[config.mk]
export PLATFORM = sky130hd
export DESIGN_NAME = apb_slave_fsm
export DESIGN_NICKNAME = d
export VERILOG_FILES = /design/src/rtl/apb_slave_fsm_pkg.sv /design/src/rtl/apb_prot_check.sv /design/src/rtl/apb_slave_fsm.sv
export SDC_FILE = /design/constraint.sdc
export NUM_CORES = 1
export LEC_CHECK = 0
export CAP_MARGIN = 0
export CORE_MARGIN = 2
export CORE_UTILIZATION = 42
export CTS_BUF_LIST = sky130_fd_sc_hd__clkbuf_2 sky130_fd_sc_hd__clkbuf_4 sky130_fd_sc_hd__clkbuf_8
export CTS_CLUSTER_DIAMETER = 120
export DETAILED_ROUTE_END_ITERATION = 10
export PLACE_DENSITY_LB_ADDON = 0.08
export SETUP_SLACK_MARGIN = 0.02
export SLEW_MARGIN = 20
export SYNTH_ARGS = -nofsm -noshare
export SYNTH_HDL_FRONTEND = slang
export SYNTH_HIERARCHICAL = 1
export SYNTH_SLANG_ARGS = --single-unit
export TNS_END_PERCENT = 50
[constraint.sdc]
create_clock -name PCLK -period 2.95 [get_ports PCLK]
set_input_delay 0.7375 -clock PCLK [delete_from_list [all_inputs] [get_ports PCLK]]
set_output_delay 0.7375 -clock PCLK [all_outputs]
set_load 0.02 [all_outputs]
[src/rtl/apb_slave_fsm_pkg.sv]
// Shared APB slave definitions: FSM state encoding, PPROT bit positions and
// the default address-map boundaries for the secure and privileged regions.
// Ports: none (package).
package apb_slave_fsm_pkg;

  typedef enum logic [1:0] {
    IDLE   = 2'd0,
    ACCESS = 2'd1,
    WAIT   = 2'd2,
    RESP   = 2'd3
  } apb_state_t;

  localparam int PROT_PRIV  = 0;
  localparam int PROT_NSEC  = 1;
  localparam int PROT_INSTR = 2;

  localparam logic [7:0] SEC_BASE_DEFAULT = 8'hC0;
  localparam logic [7:0] PRIV_TOP_DEFAULT = 8'h0F;

endpackage

[src/rtl/apb_prot_check.sv]
// APB access permission check, purely combinational.
// Ports: prot (PPROT bits), addr (byte address), write (1=write) -> deny (1=reject).
// Rejects instruction fetches, non-secure accesses at or above SEC_BASE and
// unprivileged writes at or below PRIV_TOP.
module apb_prot_check
  import apb_slave_fsm_pkg::*;
#(
  parameter int                ADDR_W   = 8,
  parameter logic [ADDR_W-1:0] SEC_BASE = SEC_BASE_DEFAULT,
  parameter logic [ADDR_W-1:0] PRIV_TOP = PRIV_TOP_DEFAULT
) (
  input  logic [2:0]        prot,
  input  logic [ADDR_W-1:0] addr,
  input  logic              write,
  output logic              deny
);

  always_comb begin
    deny = 1'b0;
    if (prot[PROT_INSTR]) begin
      deny = 1'b1;
    end
    if (prot[PROT_NSEC] && (addr >= SEC_BASE)) begin
      deny = 1'b1;
    end
    if (write && !prot[PROT_PRIV] && (addr <= PRIV_TOP)) begin
      deny = 1'b1;
    end
  end

endmodule

[src/rtl/apb_slave_fsm.sv]
// APB slave front-end that bridges APB transfers onto a simple register-bank
// request/ready handshake, with protection checking and a bounded wait.
// Ports: APB side PCLK/PRESET/PSEL/PENABLE/PWRITE/PADDR/PWDATA/PPROT in,
//        PRDATA/PREADY/PSLVERR out (all registered);
//        bank side reg_req/reg_wr/reg_addr/reg_wdata out, reg_rdata/reg_ready in.
module apb_slave_fsm
  import apb_slave_fsm_pkg::*;
#(
  parameter int                ADDR_W   = 8,
  parameter int                DATA_W   = 32,
  parameter logic [ADDR_W-1:0] SEC_BASE = SEC_BASE_DEFAULT,
  parameter logic [ADDR_W-1:0] PRIV_TOP = PRIV_TOP_DEFAULT,
  parameter int                TIMEOUT  = 16
) (
  input  logic              PCLK,
  input  logic              PRESET,
  input  logic              PSEL,
  input  logic              PENABLE,
  input  logic              PWRITE,
  input  logic [ADDR_W-1:0] PADDR,
  input  logic [DATA_W-1:0] PWDATA,
  input  logic [2:0]        PPROT,
  output logic [DATA_W-1:0] PRDATA,
  output logic              PREADY,
  output logic              PSLVERR,
  output logic              reg_req,
  output logic              reg_wr,
  output logic [ADDR_W-1:0] reg_addr,
  output logic [DATA_W-1:0] reg_wdata,
  input  logic [DATA_W-1:0] reg_rdata,
  input  logic              reg_ready
);

  localparam int CNT_W = $clog2(TIMEOUT + 1);

  apb_state_t        state, state_nx;
  logic [CNT_W-1:0]  cnt;
  logic              cnt_inc;
  logic              setup;
  logic              deny_now;
  logic              deny_q;
  logic              req_nx;
  logic              resp_err_nx;
  logic [DATA_W-1:0] resp_data_nx;

  assign setup = PSEL && !PENABLE;

  apb_prot_check #(
    .ADDR_W   (ADDR_W),
    .SEC_BASE (SEC_BASE),
    .PRIV_TOP (PRIV_TOP)
  ) u_prot_check (
    .prot  (PPROT),
    .addr  (PADDR),
    .write (PWRITE),
    .deny  (deny_now)
  );

  always_ff @(posedge PCLK) begin
    if (PRESET) begin
      state <= IDLE;
    end else begin
      state <= state_nx;
    end
  end

  always_comb begin
    state_nx     = state;
    req_nx       = 1'b0;
    cnt_inc      = 1'b0;
    resp_err_nx  = 1'b0;
    resp_data_nx = '0;
    case (state)
      IDLE: begin
        if (setup) begin
          state_nx = ACCESS;
          // Request is registered so it is high for the ACCESS cycle only.
          req_nx   = !deny_now;
        end
      end
      ACCESS: begin
        if (!PSEL) begin
          state_nx = IDLE;
        end else if (deny_q) begin
          state_nx    = RESP;
          resp_err_nx = 1'b1;
        end else begin
          state_nx = WAIT;
        end
      end
      WAIT: begin
        if (!PSEL) begin
          state_nx = IDLE;
        end else if (reg_ready) begin
          // Checked before the timeout so a completion on the last cycle wins.
          state_nx     = RESP;
          resp_data_nx = reg_wr ? '0 : reg_rdata;
        end else if (cnt == CNT_W'(TIMEOUT - 1)) begin
          state_nx    = RESP;
          resp_err_nx = 1'b1;
        end else begin
          cnt_inc = 1'b1;
        end
      end
      RESP: begin
        state_nx = IDLE;
      end
      default: begin
        state_nx = IDLE;
      end
    endcase
  end

  always_ff @(posedge PCLK) begin
    if (PRESET) begin
      cnt       <= '0;
      deny_q    <= 1'b0;
      reg_req   <= 1'b0;
      reg_wr    <= 1'b0;
      reg_addr  <= '0;
      reg_wdata <= '0;
      PREADY    <= 1'b0;
      PSLVERR   <= 1'b0;
      PRDATA    <= '0;
    end else begin
      // Counter runs only while waiting and is zero on entry to WAIT.
      cnt     <= cnt_inc ? cnt + 1'b1 : '0;
      reg_req <= req_nx;
      if (state == IDLE && setup) begin
        reg_wr    <= PWRITE;
        reg_addr  <= PADDR;
        reg_wdata <= PWDATA;
        deny_q    <= deny_now;
      end
      PREADY <= (state_nx == RESP);
      if (state_nx == RESP) begin
        PSLVERR <= resp_err_nx;
        PRDATA  <= resp_data_nx;
      end else begin
        PSLVERR <= 1'b0;
      end
    end
  end

endmodule
# Word level (Yosys, flattened, before mapping)
# Cells that the tools add are included.
# W data, S select, Z words.
[totals]
register_bits = 84
word_cells = 58
[op_classes]
bitwise_logic = 4
n_reduce_logical = 12
n_lt_le_gt_ge = 2
n_addsub = 1
mux = 24
eq_ne = 5
[op_table]
columns = ["operator", "n"]
rows = [
  ["$mux W32", 4],
  ["$mux W1", 13],
  ["$mux W2", 5],
  ["$ge A8 B8 Y1 const B", 1],
  ["$le A8 B4 Y1 const B", 1],
  ["$pmux W2 S4", 1],
  ["$eq A2 B2 Y1 const B", 3],
  ["$add A5 B1 Y5 const B", 1],
  ["$eq A5 B4 Y1 const B", 1],
  ["$logic_and A1 B1 Y1", 5],
  ["$not A1 Y1", 4],
  ["$reduce_or A2 Y1", 2],
  ["$logic_not A1 Y1", 3],
  ["$reduce_or A3 Y1", 1],
  ["$eq A2 B1 Y1 const B", 1],
  ["$logic_not A2 Y1", 1],
  ["$pmux W1 S2", 1],
]

# Longest topological paths before layout
[logic_depth]
word_depth = 8
mapped_depth = 9

# Modules after synthesis
# The synthesis kept the hierarchy.
[modules_own_cells]
columns = ["module", "area_each_um2", "cells_each", "instances", "seq_area_each_um2"]
rows = [
  ["apb_slave_fsm", 3305.7, 376, 1, 1681.6],
  ["apb_prot_check", 23.8, 3, 1, 0.0],
]

# Worst setup path before layout
# No wires, ideal clock.
[synth_timing]
path_kind = "reg2reg"
start = "register cnt[0]"
end = "register PRDATA[10]"
arrival_ps = 2033
required_ps = 2878
path_stages_with_launch = 10
slack_ps = 845
path_cell_list = "dfxtp_1 -> ha_1 -> and3_1 -> ha_1 -> or4_1 -> o211ai_2 -> a32o_2 -> buf_6 -> buf_12 -> mux2i_1"
[synth_via]
elab_chain_cells = 6
[synth_lines]
columns = ["item", "line", "source"]
rows = [
  ["start, declared", "apb_slave_fsm.sv:37", "logic [CNT_W-1:0] cnt;"],
  ["start signal, assigned", "apb_slave_fsm.sv:127", "cnt <= cnt_inc ? cnt + 1'b1 : '0;"],
  ["$eq A5 B4 Y1", "apb_slave_fsm.sv:98", "end else if (cnt == CNT_W'(TIMEOUT - 1)) begin"],
  ["$mux W2", "apb_slave_fsm.sv:98", ""],
  ["$mux W2", "apb_slave_fsm.sv:94", "end else if (reg_ready) begin"],
  ["$mux W2", "apb_slave_fsm.sv:92", "if (!PSEL) begin"],
  ["$pmux W2 S4", "apb_slave_fsm.sv:73", "case (state)"],
  ["$eq A2 B2 Y1", "apb_slave_fsm.sv:136", "if (state_nx == RESP) begin"],
  ["end signal, assigned", "apb_slave_fsm.sv:138", "PRDATA <= resp_data_nx;"],
  ["end, declared", "apb_slave_fsm.sv:23", "output logic [DATA_W-1:0] PRDATA,"],
]
# No other way between the ends.
# A chain may end at the register's enable or synchronous reset.

# Worst setup path after layout
[layout_timing]
start = "register cnt[0]"
end = "register PRDATA[25]"
# The elaborated chain is that of the path after synthesis.

==> metrics <==
startpoint types register; Period minus WS final 2.29 ns; synthesis-to-layout area growth 53.4%; number of synthesized flops with an enable pin 0; async set or reset register ratio after synthesis 0%; Via Count approximately 3,000; fmax around 440 MHz; CTS Hold Bufs 0; # IOs 157; Routed Antenna Nets 0; Crit. End Element register; skew final 0.0101 ns; WHS Path Cells 1; Filler cells 669; worst min path class reg -> reg; Residual DRC 0; Final Net Count 614; CP required 3.23 ns; post-cts gate resize count 0; unique cell type count in the Yosys netlist 31; area taken by multi-input logic gates 0.00148 mm²; CTS tree built; root buf cell clkbuf_8; final period utilization around 78%; Die Y 93.0 µm; most common cell after layout, fill and taps aside clkdlybuf4s50_1; detailed router's first-iteration violation count 71; share of cells above drive strength 1 4.70%; GPL Wtd Cong 0.733; power density cells ~440 mW/mm²; Setup Fix Bufs, Post-CTS 0; register area share after synthesis 50.5%; num rows 32; clock transition at the registers of the reported paths 0.08 ns; peak supply drop between 0.3 and 0.4 mV; commonest cells after routing, fill and taps aside 155 x clkdlybuf4s50_1, 120 x nand2_1, 84 x dfxtp_1; Final Max Tran Viols 0; Syn. warnings 6; r2r worst-path depth 8; count of final hold-check violations 0; die width 93.0 µm; Setup crit start cnt[0]; vias in the first global route 2,826; setup ws final 0.662 ns; GRT Resource Usage Total 19.0%; Hold Path Origin cnt[0]; vias per cell ~4.8; syn_nets 466; Util after Layout between 60% and 70%; global-route wire length before repair about 13,000 µm; largest net degree at the start of global routing 80; Worst-Margin Slew 0.737 ns; WS Path Type reg -> reg; Placement Setup Slack 0.339 ns; Final setup violation count 0; DP Wirelength 5570 µm; Routed Wire Length between 8000 and 9000 µm; leakage dissipation 1.99 nW; drt first pass iters 5; initial core utilization ~43%; routed len/inst 13.0 µm; grt total ovfl 0; H-tree Lvls 3; CP Data Arrival Time about 2.6 ns; Max clock buf depth 2; Max-cap violations 0; Synth Cell Area around 0.0033 mm²; diodes inserted 0; core area 0.00769 mm²; register area 0.00168 mm²; Synth Instances 379; Slew HR 50.8%; number of port buffers about 160; full die area approximately 0.0087 mm²; setup TNS 0 ns; Worst R2R Start cnt[0]; crit-path max FO 34; Clk Latency, worst-skew pair 0.35 ns; status finished, final reports clean; RSZ-0062 raised after global routing false; Yosys reg bits 84; ys flop type dfxtp_1; clk sinks 84; Inserted Clock Buffers 9; initial antenna violation count 0; syn avg cell area 8.78 µm²
cells in the mapped netlist, types with 2 or more instances:
library cell | instances | area [µm²]
nand2_1 | 120 | 450
dfxtp_1 | 84 | 1680
a21oi_1 | 44 | 220
nand2b_1 | 33 | 206
mux2i_1 | 32 | 320
clkbuf_1 | 16 | 60.1
nor2_1 | 7 | 26.3
ha_1 | 6 | 75.1
inv_1 | 5 | 18.8
buf_2 | 4 | 20.0
buf_12 | 3 | 60.1
nand3_1 | 2 | 10.0
nand3b_1 | 2 | 15.0
nor2b_1 | 2 | 12.5
o21ai_0 | 2 | 10.0
o31ai_1 | 2 | 15.0
cells by family after synthesis:
group,after synthesis,synth area share (%)
fa+ha+maj,6,2.25
compound gates,51,8.27
mux,32,9.62
buf+inv,29,5.11
simple gates,175,23.7
flops,84,50.5
xor+xnor,2,0.526
metal layers:
layer  track usage, %  share of wire [%]  vias up  wire length, µm
li1                 -                  -     1519                -
met1             24.0                 44     1375             3630
met2             29.1                 45      107             3680
met3             7.74                 10       11              828
met4             7.23                1.6        0              131
met5                0                  0        -                0
critical path, stage by stage, from the launching register on:
cell,delay [ns]
dfxtp_1,0.33
ha_1,0.22
and3_1,0.19
ha_1,0.21
or4_1,0.50
o211ai_2,0.10
a32o_2,0.19
buf_12,0.24
mux2i_1,0.22
flip-flops by register name, summed over array words and instances, names as in the netlist:
name and flops:
state 2, reg_wdata 32, PREADY 1, PRDATA 32
reg_req 1, reg_addr 8, reg_wr 1, PSLVERR 1
cnt 5, deny_q 1
per-stage QoR:
| stage | total power, mW | cells | hold slack, ns | instance area (µm²) |
|---|---|---|---|---|
| 2_1_floorplan | 1.32 | 379 | 0.418 | 3330 |
| 3_3_place_gp | 1.50 | 618 | 0.430 | 4920 |
| 3_5_place_dp | 1.50 | 618 | 0.445 | 4920 |
| 4_1_cts | 2.28 | 634 | 0.457 | 5110 |
| 5_1_grt | 2.34 | 634 | 0.477 | 5110 |
| 6_report | 2.24 | 634 | 0.456 | 5110 |
power by group:
group          switching (mW)  total, mW  internal (mW)
sequential             0.0153       1.18           1.16
clock                   0.398      0.770          0.372
combinational           0.126      0.296          0.170
path summary, 6_finish.rpt:
check / slack, ns / to
worst max-delay path: 0.66 / PRDATA[25]
worst min-delay path: 0.46 / cnt[0]
worst min register to register: 0.46 / cnt[0]
worst max register to register: 0.66 / PRDATA[25]
final cells by class:
type	instances	area share [%]
sequential	84	32.9
clock inverter	3	0.417
tap	102	2.50
timing repair buffer	161	31.5
multi-input combinational	266	29.1
clock buffer	13	3.26
inverter	5	0.368
(Power assumes the default switching activity.)
